<file path="src/rtl/usb_uart_tx_arbiter.sv">
`default_nettype none
// ============================================================================
// Module   : usb_uart_tx_arbiter
// Purpose  : Round-robin arbiter that merges two byte streams (A = terminal,
//            B = debug/status) into the single device-to-host pipeline of a
//            USB UART core. A grant ends on a newline, at a burst limit, or
//            after an idle timeout.
// Revision : 1.0 - initial release
// ============================================================================
module usb_uart_tx_arbiter #(
    parameter int unsigned MAX_BURST    = 64,
    parameter int unsigned IDLE_TIMEOUT = 4800,
    parameter int unsigned LINE_LOCK    = 1
) (
    input  logic       clk_48mhz,
    input  logic       reset,
    input  logic [7:0] a_data,
    input  logic       a_valid,
    output logic       a_ready,
    input  logic [7:0] b_data,
    input  logic       b_valid,
    output logic       b_ready,
    output logic [7:0] uart_in_data,
    output logic       uart_in_valid,
    input  logic       uart_in_ready,
    output logic [1:0] grant,
    output logic [1:0] release_cause
);

    typedef enum logic [1:0] {
        S_IDLE  = 2'd0,
        S_GNT_A = 2'd1,
        S_GNT_B = 2'd2
    } state_t;

    localparam logic [7:0]  c_newline     = 8'h0A;
    localparam logic [8:0]  c_max_burst   = 9'(MAX_BURST);
    localparam logic [16:0] c_idle_last   = 17'(IDLE_TIMEOUT - 1);
    localparam bit          c_line_lock   = (LINE_LOCK != 0);
    localparam logic [1:0]  c_cause_nl    = 2'b01;
    localparam logic [1:0]  c_cause_burst = 2'b10;
    localparam logic [1:0]  c_cause_tmo   = 2'b11;

    state_t      state_q;
    logic [1:0]  grant_q;
    logic [1:0]  cause_q;
    logic [7:0]  burst_q;
    logic [7:0]  burst_d;
    logic [15:0] idle_q;
    logic [15:0] idle_d;
    logic        last_b_q;    // 1 when B was the most recently released owner

    logic [7:0]  sel_data;
    logic        sel_valid;
    logic        granted;
    logic        xfer;
    logic        hit_nl;
    logic        hit_burst;
    logic        hit_tmo;

    // Route the owner's stream straight through to the UART pipeline
    always_comb begin
        sel_data  = 8'h00;
        sel_valid = 1'b0;
        case (state_q)
            S_GNT_A: begin
                sel_data  = a_data;
                sel_valid = a_valid;
            end
            S_GNT_B: begin
                sel_data  = b_data;
                sel_valid = b_valid;
            end
            default: begin
                sel_data  = 8'h00;
                sel_valid = 1'b0;
            end
        endcase
    end

    assign granted       = (state_q != S_IDLE);
    assign uart_in_data  = sel_data;
    assign uart_in_valid = sel_valid;
    assign a_ready       = (state_q == S_GNT_A) && uart_in_ready;
    assign b_ready       = (state_q == S_GNT_B) && uart_in_ready;
    assign grant         = grant_q;
    assign release_cause = cause_q;

    // Release conditions evaluated on the cycle that closes at the next edge
    assign xfer      = granted && sel_valid && uart_in_ready;
    assign hit_nl    = c_line_lock && xfer && (sel_data == c_newline);
    assign hit_burst = xfer && (({1'b0, burst_q} + 9'd1) == c_max_burst);
    assign hit_tmo   = granted && !sel_valid && ({1'b0, idle_q} >= c_idle_last);

    // Counter next-state: burst counts transfers, idle saturates while starved
    always_comb begin
        burst_d = xfer ? (burst_q + 8'd1) : burst_q;
        idle_d  = idle_q;
        if (sel_valid) begin
            idle_d = 16'd0;
        end else if (idle_q != 16'hFFFF) begin
            idle_d = idle_q + 16'd1;
        end
    end

    // Arbitration FSM with registered grant, cause and round-robin pointer
    always_ff @(posedge clk_48mhz) begin
        if (reset) begin
            state_q  <= S_IDLE;
            grant_q  <= 2'b00;
            cause_q  <= 2'b00;
            burst_q  <= 8'd0;
            idle_q   <= 16'd0;
            last_b_q <= 1'b1;
        end else begin
            case (state_q)
                S_IDLE: begin
                    burst_q <= 8'd0;
                    idle_q  <= 16'd0;
                    if (a_valid && (!b_valid || last_b_q)) begin
                        state_q <= S_GNT_A;
                        grant_q <= 2'b01;
                    end else if (b_valid) begin
                        state_q <= S_GNT_B;
                        grant_q <= 2'b10;
                    end
                end
                default: begin
                    if (hit_nl || hit_burst || hit_tmo) begin
                        state_q  <= S_IDLE;
                        grant_q  <= 2'b00;
                        last_b_q <= (state_q == S_GNT_B);
                        burst_q  <= 8'd0;
                        idle_q   <= 16'd0;
                        // Newline wins over burst limit when both land together
                        if (hit_nl) begin
                            cause_q <= c_cause_nl;
                        end else if (hit_burst) begin
                            cause_q <= c_cause_burst;
                        end else begin
                            cause_q <= c_cause_tmo;
                        end
                    end else begin
                        burst_q <= burst_d;
                        idle_q  <= idle_d;
                    end
                end
            endcase
        end
    end

endmodule
`default_nettype wire

</file>
<file path="config.mk">
export PLATFORM = sky130hd
export DESIGN_NAME = usb_uart_tx_arbiter
export DESIGN_NICKNAME = d
export VERILOG_FILES = /design/src/rtl/usb_uart_tx_arbiter.sv
export SDC_FILE = /design/constraint.sdc
export NUM_CORES = 1
export LEC_CHECK = 0
export CAP_MARGIN = 15
export CELL_PAD_IN_SITES_DETAIL_PLACEMENT = 1
export CELL_PAD_IN_SITES_GLOBAL_PLACEMENT = 1
export CORE_AREA = 2 2 62 64
export CTS_BUF_LIST = sky130_fd_sc_hd__clkbuf_2
export CTS_CLUSTER_SIZE = 24
export DETAILED_ROUTE_END_ITERATION = 12
export DIE_AREA = 0 0 64 66
export DONT_BUFFER_PORTS = 1
export HOLD_SLACK_MARGIN = 0.1
export PLACE_DENSITY = 0.81
export SYNTH_ARGS = -nofsm -noshare
export SYNTH_HDL_FRONTEND = slang
export SYNTH_SLANG_ARGS = --single-unit
</file>
<file path="constraint.sdc">
create_clock -name clk_48mhz -period 3.1 [get_ports clk_48mhz]
set_clock_uncertainty 0.1 [all_clocks]
set_input_delay 0.465 -clock clk_48mhz [delete_from_list [all_inputs] [get_ports clk_48mhz]]
set_output_delay 0.465 -clock clk_48mhz [all_outputs]
set_load 0.02 [all_outputs]
</file>
==> results of run 1 <==
[cell families (layout without fill, tap and decap cells)]
kind of cell / after synthesis / in the layout
AND/OR/NAND/NOR: 90 / 90
adder cells (fa/ha/maj): 6 / 6
AO/OA/AOI/OAI: 31 / 31
buffers and inverters: 17 / 17
flip-flops: 29 / 29
multiplexers: 3 / 3
XOR/XNOR: 18 / 18
other: 1 / 3
[cells in the final DEF (no fill, tap or decap), drive strengths merged, types with 2 or more instances in the layout]
cell,instances
nor3,13
mux2i,3
o21ai,7
buf,6
xor2,10
ha,6
nor2b,7
xnor2,8
a22o,2
inv,3
a22oi,7
nor3b,3
and2,4
nor2,21
or3,2
nand3,9
dfxtp,29
and4,2
o21a,2
conb,3
or4,2
nand4b,2
nand4,9
nand2,11
and3,2
a21oi,3
a31oi,4
clkbuf,6
[how the worst min path moves through the flow]
stage / start / end / slack [ns] / cells past startpoint
floorplan: idle_q[1] / idle_q[1] / 0.38 / 2
global placement: idle_q[1] / idle_q[1] / 0.40 / 2
detailed placement: idle_q[1] / idle_q[1] / 0.41 / 2
CTS: a_valid / grant[0] / 0.13 / 2
global route: a_valid / grant[0] / 0.12 / 2
finish: a_valid / grant[0] / 0.15 / 2
[worst max-delay path: cells and delay by family, from the launching register on]
kind | cells | cell delay [ns]
AND/OR/NAND/NOR | 3 | 0.96
flip-flops | 1 | 0.51
AO/OA/AOI/OAI | 3 | 0.54
buffers and inverters | 1 | 0.13
adder cells (fa/ha/maj) | 1 | 0.35
[metrics by stage]
step           cell area, sq um  hold slack, ns
6_report                   1730           0.153
3_3_place_gp               1680           0.398
2_1_floorplan              1640           0.379
3_5_place_dp               1680           0.414
5_1_grt                    1730           0.123
4_1_cts                    1730           0.130
[cell type report]
| cell class | count | area (sq um) |
|---|---|---|
| Timing Repair Buffer | 7 | 55.1 |
| Clock buffer | 6 | 30.0 |
| Inverter | 3 | 11.3 |
| Clock inverter | 1 | 3.75 |
| Tap cell | 48 | 60.1 |
| Sequential cell | 29 | 581 |
| Multi-Input combinational cell | 151 | 985 |
| Fill cell | 434 | 1830 |
[synthesized netlist by cell type, drive strengths merged, types with 3 or more instances]
master | number | share of area
xnor2 | 8 | 0.043
and2 | 4 | 0.015
nand4 | 9 | 0.034
a21oi | 3 | 0.0092
clkbuf | 8 | 0.019
xor2 | 10 | 0.054
dfxtp | 29 | 0.36
nor3b | 3 | 0.014
nand2 | 11 | 0.025
o21ai | 7 | 0.024
nor3 | 13 | 0.040
a22oi | 7 | 0.032
mux2i | 3 | 0.018
nand3 | 9 | 0.028
a31oi | 4 | 0.015
inv | 3 | 0.0069
buf | 6 | 0.021
ha | 6 | 0.046
nor2b | 7 | 0.027
nor2 | 21 | 0.050
[layer usage]
| layer | global-route usage | up-vias | wire length [um] |
|---|---|---|---|
| met4 | 0.0707 | 0 | 49 |
| met3 | 0.0801 | 6 | 281 |
| met5 | 0 | - | 0 |
| met2 | 0.350 | 51 | 1750 |
| li1 | - | 697 | - |
| met1 | 0.213 | 657 | 1610 |
[flip-flops by register name, indices dropped and copies added, names as in the netlist]
name           flops
idle_q            16
burst_q            8
grant              2
release_cause      2
last_b_q           1
[report_power, final]
group          internal [mW]  switching [mW]
Combinational         0.0609          0.0997
Sequential             0.389          0.0247
Clock                 0.0525           0.131
Total                  0.502           0.256
[repair_timing]
action | in CTS | in global routing
hold buffers | 1 | 0
endpoints found under the hold margin | 1 | 0
setup endpoints to repair | 0 | 0
==> metrics.md, run 1 <==
| Metric | Value |
|---|---|
| Outcome | complete, no violations |
| Final core occ | 0.486 |
| Detailed Route Iter0 Violations | between 90 and 100 |
| Minimum clock period | ~2.7 ns |
| Top FF cell, synth | dfxtp_1 |
| DR vias | between 1k and 1.5k |
| Largest net degree at the start of global routing | 14 |
| Grt ovf | 0 |
| Seq/Total Area, Yosys | 0.355 |
| Core area | between 0.003 and 0.004 sq mm |
| Post-Synth Simple-Gate Area | 0.298 |
| Worst Setup EP | idle_q[12] |
| Share of post-route cells with drive strength above 1 | 0.0914 |
| Total power | around 0.76 mW |
| Max IR drop VDD | ~0.25 mV |
| Detailed Place HPWL | roughly 2800 um |
| # rows | 22 |
| Clk sinks | 29 |
| End of the worst register-to-register path | idle_q[12] |
| Setup Buffers After CTS | 0 |
| Die X | around 64 um |
| CP max FO | 13 |
| Multiplexer share of the synthesized area | 0.0184 |
| CTS max path bufs | 2 |
| Drc violations | 0 |
| Synth Instances | about 200 |
| CTS H-tree depth | 2 |
| R2R depth | 8 |
| Via density | about 5.8 |
| N_diodes | 0 |
| Reg-to-reg slack, setup | 0.43 ns |
| Placer Congestion | approximately 0.78 |
| TritonCTS buffer count | 5 |
| RSZ-0062 raised after global routing | no |
| Final Hold Fails | 0 |
| Setup_tns | 0 ns |
| Reg2Reg Launch Point | grant[0] |
| Pins over their slew limit | 0 |
| CP endpoint kind | flop |
| Final Instance Count excl. Fillers | about 250 |
| Fin crit share | 0.860 |
| Tightest Hold Check Type | primary input to flop |
| Syn avg cell area | roughly 8.4 sq um |
| All-Layer GR Usage | 0.198 |
| Critical path data required time | 3.32 ns |
| Die ar. | 0.00422 sq mm |
| Crit path kind | flop to flop |
| Remaining antenna violation count after routing | 0 |
| Largest family of logic cells by synthesized area | simple AND/OR/NAND/NOR gates |
| Root buf cell | clkbuf_2 |
| Critical Path Source Type | flop |
| Worst skew pair latency | about 0.38 ns |
| Number of global-route vias before repair | about 1.5k |
| P_leak | just under 0.6 nW |
| Setup ws final | about 0.43 ns |
| First-pass GRT wire length | around 6500 um |
| Max frequency | between 0.3 and 0.4 GHz |
| Pwr/cell area | 439 mW/mm^2 |
| Synth unique cells | 44 |
| Crit-path slowest cell | or4_4 |
| CTS clock-pin slew for the worst setup and hold paths | 0.17 ns |
| Initial antenna violation count | 0 |
| Post-Synth Adder-Cell Area | 0.0459 |
| Die height | between 60 and 70 um |
| Crit-path cells | inv_1 > ha_1 > a22o_1 > and4b_1 > o2111ai_1 > o21ai_2 > or4_4 > nor3b_1 |
| Initial Util | 0.461 |
| Pre-CTS setup slack | between 0.4 and 0.5 ns |
| Final setup violating endpoints | 0 |
| Worst path arrival time | 2.88 ns |
| Max incr delay on CP | between 0.5 and 0.6 ns |
| Dpl cells | roughly 240 |
| DR WL/cell | 15.1 um |
| Synth Warn # | 0 |
| Post-CTS resize count | 0 |
| Flops & latches, synth | 29 |
| Xor/xnor share of the synthesized area | 0.0964 |
| Num ports | 36 |
| Post-synth ARST share | 0 |
| TritonCTS clock tree | done |
| Max_cap viols | 0 |
| 1st-pass router iterations | 5 |
| NumNets Final | approximately 220 |
| Synth Area in Compound Gates | 0.137 |
| Post-Syn Area | 0.00164 sq mm |
| EDFF count, synth | 0 |
| Critical path origin | grant[0] |
| Area added between synthesis and finish | 5.51% |
| Drt total wl | between 3000 and 4000 um |
| I/O Buffers | 0 |
Note: power is estimated with default switching activity, not from simulation.
==> run 2, diff against run 1 <==
- CORE_AREA: 2 2 62 64 -> 2 2 51 77
- DIE_AREA: 0 0 64 66 -> 0 0 53 79
- PLACE_DENSITY: 0.81 -> 0.82
==> metrics.md, run 2 (synthesis results as in run 1) <==
| Metric | Value |
|---|---|
| Outcome | complete, no violations |
| Seq. cell area | 581 sq um |
| Die ar. | approximately 0.0042 sq mm |
| TritonCTS buffer count | 5 |
| M2 GR Usage | 0.426 |
| Tightest Hold Check Type | primary input to flop |
| Critical path origin | grant[0] |
| DR WL/cell | 16.3 um |
| P_leak | around 0.6 nW |
| N_diodes | 0 |
| Num ports | 36 |
| Critical Path Source Type | flop |
| Most frequent cells in the layout | dfxtp_1 (29), nor2_1 (20), nor3_1 (13) |
| First-pass GRT wire length | around 6700 um |
| Grt met3 use | 0.0564 |
| Area added between synthesis and finish | 6.96% |
| Reg-to-reg slack, setup | 0.43 ns |
| CP endpoint kind | flop |
| Via density | around 5.8 |
| Root buf cell | clkbuf_2 |
| Die X | 53 um |
| Detailed Place HPWL | ~3200 um |
| GR peak layer | met2 |
| Minimum clock period | 2.67 ns |
| Grt ovf | 0 |
| I/O Buffers | 0 |
| Fillcell total | about 440 |
| Fin crit share | 0.862 |
| Worst Setup EP | idle_q[12] |
| CTS H-tree depth | 2 |
| All-Layer GR Usage | 0.212 |
| Final setup violating endpoints | 0 |
| Crit path depth | 8 |
| DR vias | between 1k and 1.5k |
| # rows | 27 |
| Commonest non-fill, non-tap cell in the layout | dfxtp_1 |
| Final Hold Fails | 0 |
| Max_cap viols | 0 |
| Initial antenna violation count | 0 |
| Largest net degree at the start of global routing | 14 |
| End of the worst register-to-register path | idle_q[12] |
| Drc violations | 0 |
| CP max FO | 13 |
| Max frequency | between 0.3 and 0.4 GHz |
| Crit-path leading delay family | simple AND/OR/NAND/NOR gates |
| Max IR drop VDD | ~0.34 mV |
| Initial Util | 0.461 |
| Die height | just under 80 um |
| Met1 GRT Util | 0.177 |
| Placer Congestion | 0.790 |
| Pwr/cell area | between 400 and 500 mW/mm^2 |
| Largest regs | idle_q (16), burst_q (8) |
| Final core occ | 0.493 |
| Crit-path slowest cell | or4_4 |
| Multi-input gate area | 985 sq um |
| Largest register FFs | 16 |
| Remaining antenna violation count after routing | 0 |
| Worst path arrival time | 2.86 ns |
| Pre-CTS setup slack | between 0.4 and 0.5 ns |
| Pins over their slew limit | 0 |
| Setup_tns | 0 ns |
| Clk sinks | 29 |
| RSZ-0062 raised after global routing | no |
| CTS clock-pin slew for the worst setup and hold paths | ~0.14 ns |
| Detailed Route Iter0 Violations | 28 |
| CTS max path bufs | 2 |
| Core area | between 0.003 and 0.004 sq mm |
| Reg2Reg Launch Point | grant[0] |
| Max incr delay on CP | between 0.5 and 0.6 ns |
| Largest Register | idle_q |
| Worst skew pair latency | 0.35 ns |
| Buf/Inv on CP | 1 |
| Post-CTS resize count | 0 |
| 1st-pass router iterations | 4 |
| Number of global-route vias before repair | around 1.6k |
| Drt total wl | 3930 um |
| Critical path data required time | around 3.3 ns |
| Share of post-route cells with drive strength above 1 | 0.0960 |
| Hold_sp | reset |
| Setup ws final | 0.428 ns |
| Crit-path cells | inv_1 > ha_1 > a22o_1 > and4b_1 > o2111ai_1 > o21ai_2 > or4_4 > nor3b_1 |
| Crit path kind | flop to flop |
| TritonCTS clock tree | done |
| R2R depth | 8 |
| NumNets Final | 224 |
## run 2: changes by cell type in the layout (fill, tap and decap cells not counted), sizes merged
cell	change
bufinv	+1
## run 2: final cells by class
type	instances	share of cell area
clock buffer	6	0.0172
multi-input combinational	151	0.563
timing repair buffer	7	0.0315
inverter	3	0.00644
clock inverter	2	0.0193
sequential	29	0.332
tap	43	0.0308
## run 2: report_power, final
| group | switching, mW | total [mW] | internal, mW |
|---|---|---|---|
| Clock | 0.125 | 0.263 | 0.138 |
| Sequential | 0.0232 | 0.412 | 0.389 |
| Combinational | 0.0999 | 0.161 | 0.0608 |
| Total | 0.248 | 0.836 | 0.587 |
## run 2: metrics by stage
step           power (mW)  instance area [sq um]  instances  hold slack (ns)
6_report            0.836                   1750        241            0.163
5_1_grt             0.887                   1750        241            0.143
4_1_cts             0.850                   1750        241            0.140
3_5_place_dp        0.582                   1680        232            0.434
3_3_place_gp        0.570                   1680        232            0.394
2_1_floorplan       0.547                   1640        197            0.379
## run 2: routing by layer
layer	share of wire	wire (um)	up-vias
li1	-	-	696
met3	0.040	156	6
met1	0.34	1350	670
met2	0.60	2370	25
met4	0.015	59	0
met5	0	0	-
## run 2: timing repair
item	4_1_cts	5_1_grt
buffers inserted	0	0
hold endpoints to repair	1	0
hold buffers	1	0
## run 2: worst min-delay path by stage
stage                                  end  slack, ns  cells after the start
final                     release_cause[1]       0.16                      2
after floorplan                  idle_q[1]       0.38                      2
after global routing      release_cause[1]       0.14                      2
after detailed placement          last_b_q       0.43                      2
after global placement           idle_q[1]       0.39                      2
after CTS                 release_cause[1]       0.14                      2
==> run 3, diff against run 2 <==
- SETUP_SLACK_MARGIN: unset -> 0.5
==> metrics.md, run 3 (synthesis results as in run 1) <==
| Metric | Value |
|---|---|
| Switching Share | 0.297 |
| CTS clock-pin slew for the worst setup and hold paths | about 0.15 ns |
| Initial antenna violation count | 0 |
| Setup Buffers After CTS | 0 |
| Worst Setup EP | idle_q[12] |
| Reg-to-reg slack, setup | 0.64 ns |
| Largest regs | idle_q (16), burst_q (8) |
| Placer Congestion | roughly 0.8 |
| Via density | around 5.9 |
| CTS max path bufs | 2 |
| Detailed Route Iter0 Violations | 31 |
| Die ar. | between 0.004 and 0.005 sq mm |
| RSZ-0062 raised after global routing | no |
| Pwr/cell area | ~480 mW/mm^2 |
| Number of global-route vias before repair | 1582 |
| CP endpoint kind | flop |
| Initial Util | 0.461 |
| Combinational share of power | 0.195 |
| Commonest non-fill, non-tap cell in the layout | dfxtp_1 |
| Max_cap viols | 0 |
| Detailed Place HPWL | 3150 um |
| Fin crit share | 0.794 |
| Crit path kind | flop to flop |
| Hold Path Cell Cnt | 2 |
| Root buf cell | clkbuf_2 |
| TritonCTS buffer count | 5 |
| CP max FO | 13 |
| CTS H-tree depth | 2 |
| Critical path origin | grant[0] |
| Hold slack | 0.172 ns |
| Worst path arrival time | around 2.6 ns |
| R2R depth | 8 |
| Remaining antenna violation count after routing | 0 |
| DR vias | 1412 |
| DR WL/cell | about 16 um |
| Max IR drop VDD | around 0.35 mV |
| Core area | roughly 0.0035 sq mm |
| Tightest Hold Check Type | primary input to flop |
| N_diodes | 0 |
| Die X | between 50 and 60 um |
| Worst skew pair latency | roughly 0.35 ns |
| NumNets Final | 224 |
| Setup_tns | 0 ns |
| Minimum clock period | 2.46 ns |
| Final setup violating endpoints | 0 |
| Clk sinks | 29 |
| P_leak | a little under 0.6 nW |
| Area added between synthesis and finish | 7.57% |
| Largest register FFs | 16 |
| 1st-pass router iterations | 4 |
| Clk pwr share | 0.314 |
| Die height | 79 um |
| Switch Pwr | ~0.25 mW |
| Drc violations | 0 |
| I/O Buffers | 0 |
| Critical path data required time | approximately 3.3 ns |
| First-pass GRT wire length | approximately 6700 um |
| All-Layer GR Usage | 0.212 |
| Reg power frac | 0.491 |
| Most frequent cells in the layout | dfxtp_1 (27), nor2_1 (20), nor3_1 (13) |
| Max frequency | 0.407 GHz |
| Grt ovf | 0 |
| Drt total wl | around 4000 um |
| Num ports | 36 |
| Critical Path Source Type | flop |
| End of the worst register-to-register path | idle_q[12] |
| Reg2Reg Launch Point | grant[0] |
| Outcome | complete, no violations |
| Largest Register | idle_q |
| Final Hold Fails | 0 |
| Pins over their slew limit | 0 |
| Internal power | 0.591 mW |
| Largest net degree at the start of global routing | 14 |
| Share of post-route cells with drive strength above 1 | 0.121 |
| TritonCTS clock tree | done |
| # rows | 27 |
==> run 3: cell count changes in the layout (fill, tap and decap cells not counted) <==
| cell | previous run | this run |
|---|---|---|
| ha_2 | 0 | 2 |
| dfxtp_1 | 29 | 27 |
| ha_1 | 6 | 4 |
| nand2b_2 | 0 | 1 |
| dfxtp_2 | 0 | 2 |
| nand2b_1 | 1 | 0 |
==> run 3: how the worst min path moves through the flow <==
stage                    from  slack (ns)                to
floorplan           idle_q[1]        0.38         idle_q[1]
global placement    idle_q[1]        0.39         idle_q[1]
detailed placement   last_b_q        0.43          last_b_q
CTS                     reset        0.14  release_cause[1]
global route            reset        0.15  release_cause[1]
finish                  reset        0.17  release_cause[1]
==> run 3: power by group through the flow <==
stage	Combinational (mW)	Clock (mW)	Sequential, mW
6_report	0.164	0.264	0.413
5_1_grt	0.182	0.294	0.415
4_1_cts	0.163	0.274	0.414
3_5_place_dp	0.161	0	0.421
3_3_place_gp	0.150	0	0.420
2_1_floorplan	0.130	0	0.417
==> run 3: routing by layer <==
layer  global-route usage  up-vias  wire length (um)
li1                     -      697                 -
met1                0.177      686              1360
met2                0.426       23              2380
met3               0.0564        6               143
met4                0.100        0                59
met5                    0        -                 0
==> run 3: area by class of cell <==
cell class | instances | area, sq um
Clock buffer | 6 | 30.0
Clock inverter | 2 | 33.8
Fill cell | 435 | 1790
Inverter | 3 | 11.3
Multi-Input combinational cell | 151 | 992
Sequential cell | 29 | 583
Tap cell | 43 | 53.8
Timing Repair Buffer | 7 | 55.1
==> run 3: worst max-delay path: stages (launching register included) <==
cell and delay [ns]:
dfxtp_2 0.43, inv_1 0.10, ha_2 0.27, a22o_1 0.25, and4b_1 0.21, o2111ai_1 0.14, o21ai_2 0.12, or4_4 0.54
nor3b_1 0.21
==> run 3: stage by stage <==
| step | total power, mW | util | cells | worst slack [ns] | instance area (sq um) |
|---|---|---|---|---|---|
| finish | 0.840 | 0.496 | 241 | 0.640 | 1760 |
| global route | 0.891 | 0.496 | 241 | 0.534 | 1760 |
| CTS | 0.851 | 0.494 | 241 | 0.549 | 1750 |
| detailed placement | 0.582 | 0.472 | 232 | 0.475 | 1680 |
| global placement | 0.570 | 0.472 | 232 | 0.529 | 1680 |
| floorplan | 0.547 | - | 197 | 0.617 | 1640 |
==> run 3: repair_timing <==
item / 4_1_cts / 5_1_grt
endpoints found under the setup margin: 11 / 23
resized for setup: 2 / 3
endpoints found under the hold margin: 1 / 0
hold buffers: 1 / 0
